### config.mk
export PLATFORM = sky130hd
export DESIGN_NAME = tick_pulse_gen
export DESIGN_NICKNAME = d
export VERILOG_FILES = /design/src/rtl/tick_pulse_gen.sv
export SDC_FILE = /design/constraint.sdc
export NUM_CORES = 1
export LEC_CHECK = 0
export ABC_AREA = 1
export BUFFER_PORTS_ARGS = -buffer_cell sky130_fd_sc_hd__buf_2
export CAP_MARGIN = 0
export CORE_ASPECT_RATIO = 1.75
export CORE_UTILIZATION = 50
export CTS_BUF_LIST = sky130_fd_sc_hd__clkbuf_16
export CTS_CLUSTER_DIAMETER = 60
export DETAILED_ROUTE_END_ITERATION = 7
export PLACE_DENSITY = 0.89
export SLEW_MARGIN = 20
export SYNTH_ARGS = -nofsm -noshare
export SYNTH_HDL_FRONTEND = slang
export SYNTH_SLANG_ARGS = --single-unit
### constraint.sdc
create_clock -name clk_src -period 1.9 [get_ports clk_src]
set_input_delay 0.285 -clock clk_src [delete_from_list [all_inputs] [get_ports clk_src]]
set_output_delay 0.285 -clock clk_src [all_outputs]
set_load 0.005 [all_outputs]
### src/rtl/tick_pulse_gen.sv
// rtl/tick_pulse_gen.sv - selected divider tap to single-cycle tick enables with run/pause/single-step
// Optional feature macro: TICK_PULSE_COUNT_EN (builds the tick_count register; otherwise tied to 0).

module tick_pulse_gen #(
  parameter int WIDTH = 32,
  parameter int SEL_W = 5,
  parameter int CNT_W = 16
) (
  input  logic             clk_src,
  input  logic             rst,
  input  logic [WIDTH-1:0] clk_group,
  input  logic [SEL_W-1:0] sel,
  input  logic             run,
  input  logic             step_req,
  output logic             tick,
  output logic             step_ack,
  output logic [CNT_W-1:0] tick_count,
  output logic [1:0]       state
);

  localparam logic [1:0] ST_IDLE = 2'd0;
  localparam logic [1:0] ST_RUN  = 2'd1;
  localparam logic [1:0] ST_STEP = 2'd2;

  logic             tap;
  logic             tap_q;
  logic [SEL_W-1:0] sel_q;
  logic             armed;
  logic             rise;
  logic [1:0]       state_n;
  logic             tick_n;
  logic             ack_n;
  logic             armed_n;

  // Tap mux; out-of-range selects clamp to the slowest tap (top bit).
  always_comb begin
    tap = clk_group[WIDTH-1];
    for (int i = 0; i < WIDTH; i++) begin
      if (sel == SEL_W'(i)) tap = clk_group[i];
    end
  end

  // A select change masks the edge so tap switching cannot fake a rise.
  assign rise = tap & ~tap_q & (sel == sel_q);

  // Next-state, tick and acknowledge decisions.
  always_comb begin
    state_n = state;
    tick_n  = 1'b0;
    ack_n   = 1'b0;
    armed_n = armed | ~step_req;
    case (state)
      ST_IDLE: begin
        if (run) begin
          state_n = ST_RUN;
        end else if (step_req && armed) begin
          state_n = ST_STEP;
        end
      end
      ST_RUN: begin
        if (!run) begin
          state_n = ST_IDLE;
        end else begin
          tick_n = rise;
        end
      end
      ST_STEP: begin
        if (run) begin
          state_n = ST_RUN;
          tick_n  = rise;
        end else if (rise) begin
          tick_n  = 1'b1;
          ack_n   = 1'b1;
          armed_n = 1'b0;
          state_n = ST_IDLE;
        end
      end
      default: state_n = ST_IDLE;
    endcase
  end

  // Edge-detect history, FSM state and registered outputs.
  always_ff @(posedge clk_src or posedge rst) begin
    if (rst) begin
      tap_q    <= 1'b0;
      sel_q    <= '0;
      state    <= ST_IDLE;
      armed    <= 1'b1;
      tick     <= 1'b0;
      step_ack <= 1'b0;
    end else begin
      tap_q    <= tap;
      sel_q    <= sel;
      state    <= state_n;
      armed    <= armed_n;
      tick     <= tick_n;
      step_ack <= ack_n;
    end
  end

`ifdef TICK_PULSE_COUNT_EN
  // Count emitted ticks; new value lands on the same edge as the tick.
  always_ff @(posedge clk_src or posedge rst) begin
    if (rst) begin
      tick_count <= '0;
    end else if (tick_n) begin
      tick_count <= tick_count + 1'b1;
    end
  end
`else
  assign tick_count = '0;
`endif

endmodule

==> results of run 1 <==
## registers in the layout, indices dropped and copies added, names as in the netlist
| register | count |
|---|---|
| armed | 1 |
| sel_q | 5 |
| state | 2 |
| step_ack | 1 |
| tap_q | 1 |
| tick | 1 |
## worst register-to-register path: stages (launching register included)
cell	delay, ns
dfrtp_1	0.34
o22ai_1	0.09
a21oi_1	0.15
o2111ai_1	0.13
nor3_1	0.22
nand3_2	0.13
nand2_2	0.10
nand2_2	0.06
nand2_1	0.06
nand2_1	0.05
## worst max-delay path by stage
| stage | from | cells past startpoint | end |
|---|---|---|---|
| after floorplan | sel[2] | 41 | state[0]$_DFFE_PP0P_ |
| after global placement | sel[4] | 41 | state[0]$_DFFE_PP0P_ |
| after detailed placement | sel[4] | 41 | state[0]$_DFFE_PP0P_ |
| after CTS | sel[3] | 41 | state[0]$_DFFE_PP0P_ |
| after global routing | sel[2] | 41 | state[1]$_DFFE_PP0P_ |
| final | sel[0] | 39 | state[1]$_DFFE_PP0P_ |
## metrics by stage
| step | total power [uW] | instance area [um^2] | hold slack (ns) | instances | setup TNS, ns |
|---|---|---|---|---|---|
| after floorplan | 545 | 1380 | 0.137 | 234 | -3.49 |
| after global placement | 658 | 1710 | 0.285 | 315 | -5.81 |
| after detailed placement | 678 | 1710 | 0.292 | 315 | -6.17 |
| after CTS | 1080 | 1850 | 0.0363 | 322 | -4.15 |
| after global routing | 1190 | 1920 | 0.0691 | 324 | -7.44 |
| final | 1110 | 1920 | 0.0250 | 324 | -5.39 |
## metal layers
metal / global-route usage, % / vias to the layer above
met5: 0 / -
met4: 20.0 / 0
met3: 4.49 / 16
met2: 56.4 / 68
met1: 26.5 / 770
li1: - / 818
## final cells by class
type                            instances  area, um^2
Tap cell                               26        32.5
Fill cell                             195         577
Inverter                               38         146
Sequential cell                        11         277
Clock buffer                            3        75.1
Multi-Input combinational cell        164         845
Clock inverter                          1        3.75
Timing Repair Buffer                   81         537
## placed cells by master, fill, tap and decap left out, types with 2 or more instances in the layout
cell / instances
a21oi_1: 10
buf_2: 39
buf_4: 37
buf_6: 3
buf_8: 2
clkbuf_16: 3
conb_1: 16
dfrtp_1: 10
ha_1: 3
inv_1: 36
inv_2: 2
nand2_1: 50
nand2_2: 8
nand3_1: 19
nand3_2: 2
nand4_1: 2
nor2_1: 18
nor2_2: 3
nor2_4: 4
nor3_1: 6
nor4_1: 2
o2111ai_1: 2
o21a_1: 2
o21ai_0: 5
o22ai_1: 3
xor2_1: 2
## kinds of logic after synthesis
group / share of synthesized area (%)
other: 0.287
XOR/XNOR: 1.34
adder cells (fa/ha/maj): 2.87
flip-flops: 21.1
AO/OA/AOI/OAI: 13.0
AND/OR/NAND/NOR: 38.9
buffers and inverters: 22.5
## power groups by stage
| stage | clock network (uW) | logic, uW | registers (uW) |
|---|---|---|---|
| global route | 398 | 497 | 295 |
| CTS | 390 | 409 | 286 |
| detailed placement | 0 | 389 | 289 |
| global placement | 0 | 370 | 288 |
| floorplan | 0 | 258 | 287 |
| finish | 383 | 439 | 286 |
## timing repair
| item | CTS | global route |
|---|---|---|
| resized for setup | 13 | 16 |
| hold buffers | 0 | 0 |
| buffers inserted | 3 | 2 |
| setup endpoints to repair | 6 | 6 |
| pin swaps | 0 | 11 |
==> impl_results.md, run 1 <==
* Ys async rst share at 100%
* Post-Route M1 WL at 1250 um
* Post-synth EDFFs at 0
* Type of origin of the critical path: input port
* Slowest cell on the critical path: nor2_1
* GR Util All Layers at 30.8%
* Drt first-iter violations at 49
* Worst-path clk slew at 0.04 ns
* RSZ-0062 raised after global routing: true
* Vias post-DR at 1672
* CP arrival at 2.97 ns
* Share of the synthesized area in the top cell type at about a fifth
* Sw frac at between 30% and 40%
* Flops & latches, synth at 11
* Worst-path maximum fanout at 5
* Status: complete, but fails checks
* Hold Vio Cnt, Final at 0
* Clock sink count at 11
* R2r setup slk at about 0.46 ns
* DRT antenna net count at 0
* Buffers on Ports at 44
* Synth warnings at 0
* Core Area at 0.00249 mm^2
* Setup ws final at -0.939 ns
* CTS root buf: clkbuf_16
* Die width at 40.7 um
* List of most frequent post-synthesis cells: nand2_1, inv_1, nor2_1, buf_4, nand3_1
* DR WL/cell at 12.3 um
* Hold Path Class: input port to async pin
* CP peak stage delay at 0.17 ns
* Crit path buffers/inverters at 3
* First-pass GRT wire length at between 6000 and 7000 um
* DP Wirelength at between 2000 and 3000 um
* Crit. End Element: flop
* WP data required at approximately 2 ns
* Area growth from synthesis to layout at 46.5%
* Global route overflow at 0
* Ant diodes at 0
* Peak supply drop at 0.326 mV
* Worst skew pair latency at 0.24 ns
* Synth Cell Area at roughly 0.0013 mm^2
* Worst reg2reg path depth at 9
* Antenna violations before repair at 0
* CTS Buf Count at 3
* Fin nets at roughly 340
* Post-synth top area cell: dfrtp_1
* RR Endpoint: state[1]$_DFFE_PP0P_
* Dominant cells by area after synthesis: dfrtp_1, nand2_1, buf_4, inv_1, nand3_1
* Mean Syn Cell Area at 5.97 um^2
* Max cap viols at 0
* Cell mode on critical path: nand2_1
* Pin count of the biggest net entering global routing at 22
* Top Layer Used: met4
* Combinational Power Share at 39.6%
* Ys flop type: dfrtp_1
* Pre-CTS setup slack at -1.12 ns
* # setup viols final at 6
* Initial Utilization at between 50 and 60%
* Via density per instance at between 5 and 6
* P_sw at 372 uW
* CTS max path bufs at 2
* Count leader, synth: nand2_1
* Final min period at 2.84 ns
* FMAX at between 300 and 400 MHz
* GPL Wtd Cong at 0.831
* Die H at around 70 um
* DRT Pass-1 Iters at 4
* Reg power frac at about 26%
* P per Cell Area at 579 mW/mm^2
* Cell Int Power at between 700 and 800 uW
* Die ar. at ~0.0028 mm^2
* I/O pin cnt at 61
* Final worst-path cycle share at 149%
* Drt total wl at 3980 um
* Clock Power Share at 34.6%
* Reg2reg start: sel_q[0]$_DFF_PP0_
* LEAKAGE at between 0.001 and 0.0015 uW
* # H-tree levels at 1
* CTS tree: done
* Yosys cell types at 31
* Residual DRC at 0
* Vias in the first global route at 1634
* Seq/Total Area, Yosys at 21.1%
* Post-layout util at 76.9%
* Failing checks: setup timing
* Row cnt at 24
* Cells after synthesis at about 220
* Layout cells sized above 1 at a little over a third
* Critical path type: input port to flop
* Crit-path leading delay family: simple AND/OR/NAND/NOR gates
* Slew Limit Fails at 0
* Met2 WL at approximately 2400 um
* Metal3 WL at 179 um
* Worst Skew at 0.000718 ns
(Power assumes the default switching activity.)
==> inputs of run 2 (changes only) <==
--- a/config.mk
+++ b/config.mk
@@ -9,11 +9,11 @@
 export BUFFER_PORTS_ARGS = -buffer_cell sky130_fd_sc_hd__buf_2
 export CAP_MARGIN = 0
 export CORE_ASPECT_RATIO = 1.75
-export CORE_UTILIZATION = 50
+export CORE_UTILIZATION = 40
 export CTS_BUF_LIST = sky130_fd_sc_hd__clkbuf_16
 export CTS_CLUSTER_DIAMETER = 60
 export DETAILED_ROUTE_END_ITERATION = 7
-export PLACE_DENSITY = 0.89
+export PLACE_DENSITY = 0.74
 export SLEW_MARGIN = 20
 export SYNTH_ARGS = -nofsm -noshare
 export SYNTH_HDL_FRONTEND = slang
==> run 2 against run 1 <==
Clock power increased by 1%. Sequential share of layout area fell by 0.11 points. Clock skew increased by 0.0012 ns. Critical path depth up 2. First-iteration DRC count shrank 20%. Critical endpoint unchanged. The run still ends with setup timing left. Power grew 0.40%. Die area up 24%. Non-clock buffer count is 5 lower. Sequential power is essentially flat.
==> impl_results.md, run 2 (synthesis results as in run 1) <==
* Max reg flops at 5
* Worst-path maximum fanout at 5
* Buffers on Ports at 44
* Status: complete, but fails checks
* Fin nets at 339
* Reg2reg start: sel_q[0]$_DFF_PP0_
* Final min period at roughly 2.7 ns
* CTS root buf: clkbuf_16
* Worst Skew at 0.00189 ns
* CTS max path bufs at 2
* Worst reg2reg path depth at 9
* Final worst-path cycle share at 144%
* DRT Pass-1 Iters at 4
* CP startpoint: sel[2]
* Area of the multi-input gates at 862 um^2
* Global route overflow at 0
* Number of hold buffers added after cts at 0
* Residual DRC at 0
* Largest Register: sel_q
* Final Total Pwr at 1110 uW
* I/O pin cnt at 61
* Initial Utilization at 41.6%
* Slowest cell on the critical path: nor2_4
* Crit. End Element: flop
* CTS Buf Count at 3
* Worst-path clk slew at 0.04 ns
* Final Instance Area at 0.00193 mm^2
* GPL Wtd Cong at 0.826
* LEAKAGE at 0.00105 uW
* Hold Path Class: input port to async pin
* P per Cell Area at 577 mW/mm^2
* Peak supply drop at between 0.3 and 0.4 mV
* DRT antenna net count at 0
* Vias post-DR at 1572
* Commonest non-fill, non-tap cell in the layout: nand2_1
* RSZ-0062 raised after global routing: true
* Hold Vio Cnt, Final at 0
* Slew Limit Fails at 0
* Drt total wl at 3640 um
* R2r setup slk at between 0.3 and 0.4 ns
* Ant diodes at 0
* Vias in the first global route at 1629
* GR Util All Layers at 24.1%
* CTS tree: done
* # H-tree levels at 1
* Setup ws final at -0.832 ns
* Cells after DPL at 328
* Row cnt at 27
* CP peak stage delay at 0.17 ns
* Clock sink count at 11
* Die width at about 45 um
* DP Area at 0.00170 mm^2
* Final non-filler cell total at 337
* Die H at 77.6 um
* Hold_ws at 0.0358 ns
* Antenna violations before repair at 0
* Layout cells sized above 1 at about a third
* Storage cell area at 277 um^2
* Top Registers: sel_q x5, state x2
* First-pass GRT wire length at 6250 um
* RR Endpoint: state[1]$_DFFE_PP0P_
* Die ar. at 0.00351 mm^2
* Core Area at 0.00314 mm^2
* Fin Setup TNS at -4.59 ns
* WP data required at 2.03 ns
* Pin count of the biggest net entering global routing at 22
* Max cap viols at 0
* Area growth from synthesis to layout at 47.7%
* Worst skew pair latency at 0.24 ns
* Critical path type: input port to flop
* Most frequent cells in the layout: nand2_1, buf_2, inv_1
* DR WL/cell at 10.8 um
* Failing checks: setup timing
* Via density per instance at 4.66
* Fill cells at between 300 and 400
* Cell mode on critical path: nand2_1
* CP arrival at approximately 2.9 ns
* DP Wirelength at 2920 um
* Drt first-iter violations at 39
* FMAX at roughly 370 MHz
* # setup viols final at 6
* Type of origin of the critical path: input port
[run 2: timing repair]
| item | 4_1_cts | 5_1_grt |
|---|---|---|
| setup buffers | 3 | 1 |
| endpoints found under the setup margin | 6 | 6 |
| gates resized for setup | 23 | 11 |
| gates cloned | 1 | 0 |
| pin swaps | 6 | 6 |
[run 2: cell type report]
type                    count  share of cell area [%]
repair buffers             76                    26.6
flip-flops and latches     11                    14.3
well taps                  43                    2.79
multi-input cells         165                    44.7
clock buffers               3                    3.89
clock inverters             1                   0.194
inverters                  38                    7.52
[run 2: worst max-delay path by stage]
| stage | endpoint | slack [ns] | cells after the start |
|---|---|---|---|
| 6_report | state[1]$_DFFE_PP0P_ | -0.83 | 41 |
| 5_1_grt | state[0]$_DFFE_PP0P_ | -1.28 | 41 |
| 4_1_cts | state[0]$_DFFE_PP0P_ | -0.84 | 41 |
| 3_5_place_dp | state[0]$_DFFE_PP0P_ | -1.17 | 41 |
| 3_3_place_gp | state[1]$_DFFE_PP0P_ | -1.13 | 41 |
| 2_1_floorplan | state[0]$_DFFE_PP0P_ | -0.71 | 41 |
[run 2: critical path, delay by kind of cell]
| family | cells | cell delay (ns) |
|---|---|---|
| and+or+nand+nor | 38 | 2.30 |
| buffers and inverters | 2 | 0.16 |
| AOI/OAI and AO/OA | 1 | 0.12 |
[run 2: stage by stage]
stage,setup slack (ns),utilization [%]
2_1_floorplan,-0.710,-
3_3_place_gp,-1.13,54.0
3_5_place_dp,-1.17,54.0
4_1_cts,-0.840,59.8
5_1_grt,-1.28,61.4
6_report,-0.832,61.4
[run 2: report_power, final]
part	switching (uW)	internal, uW	total (uW)
combinational	242	195	438
clock	110	277	387
sequential	24.8	264	289
[run 2: metal layers]
layer  up-vias  part of all wire (%)  track usage [%]  wire [um]
met1       693                    32             20.4       1170
met3        14                   3.1             2.33        112
li1        811                     -                -          -
met4         0                   5.2             17.0        188
met2        54                    59             46.7       2160
met5         -                     0                0          0
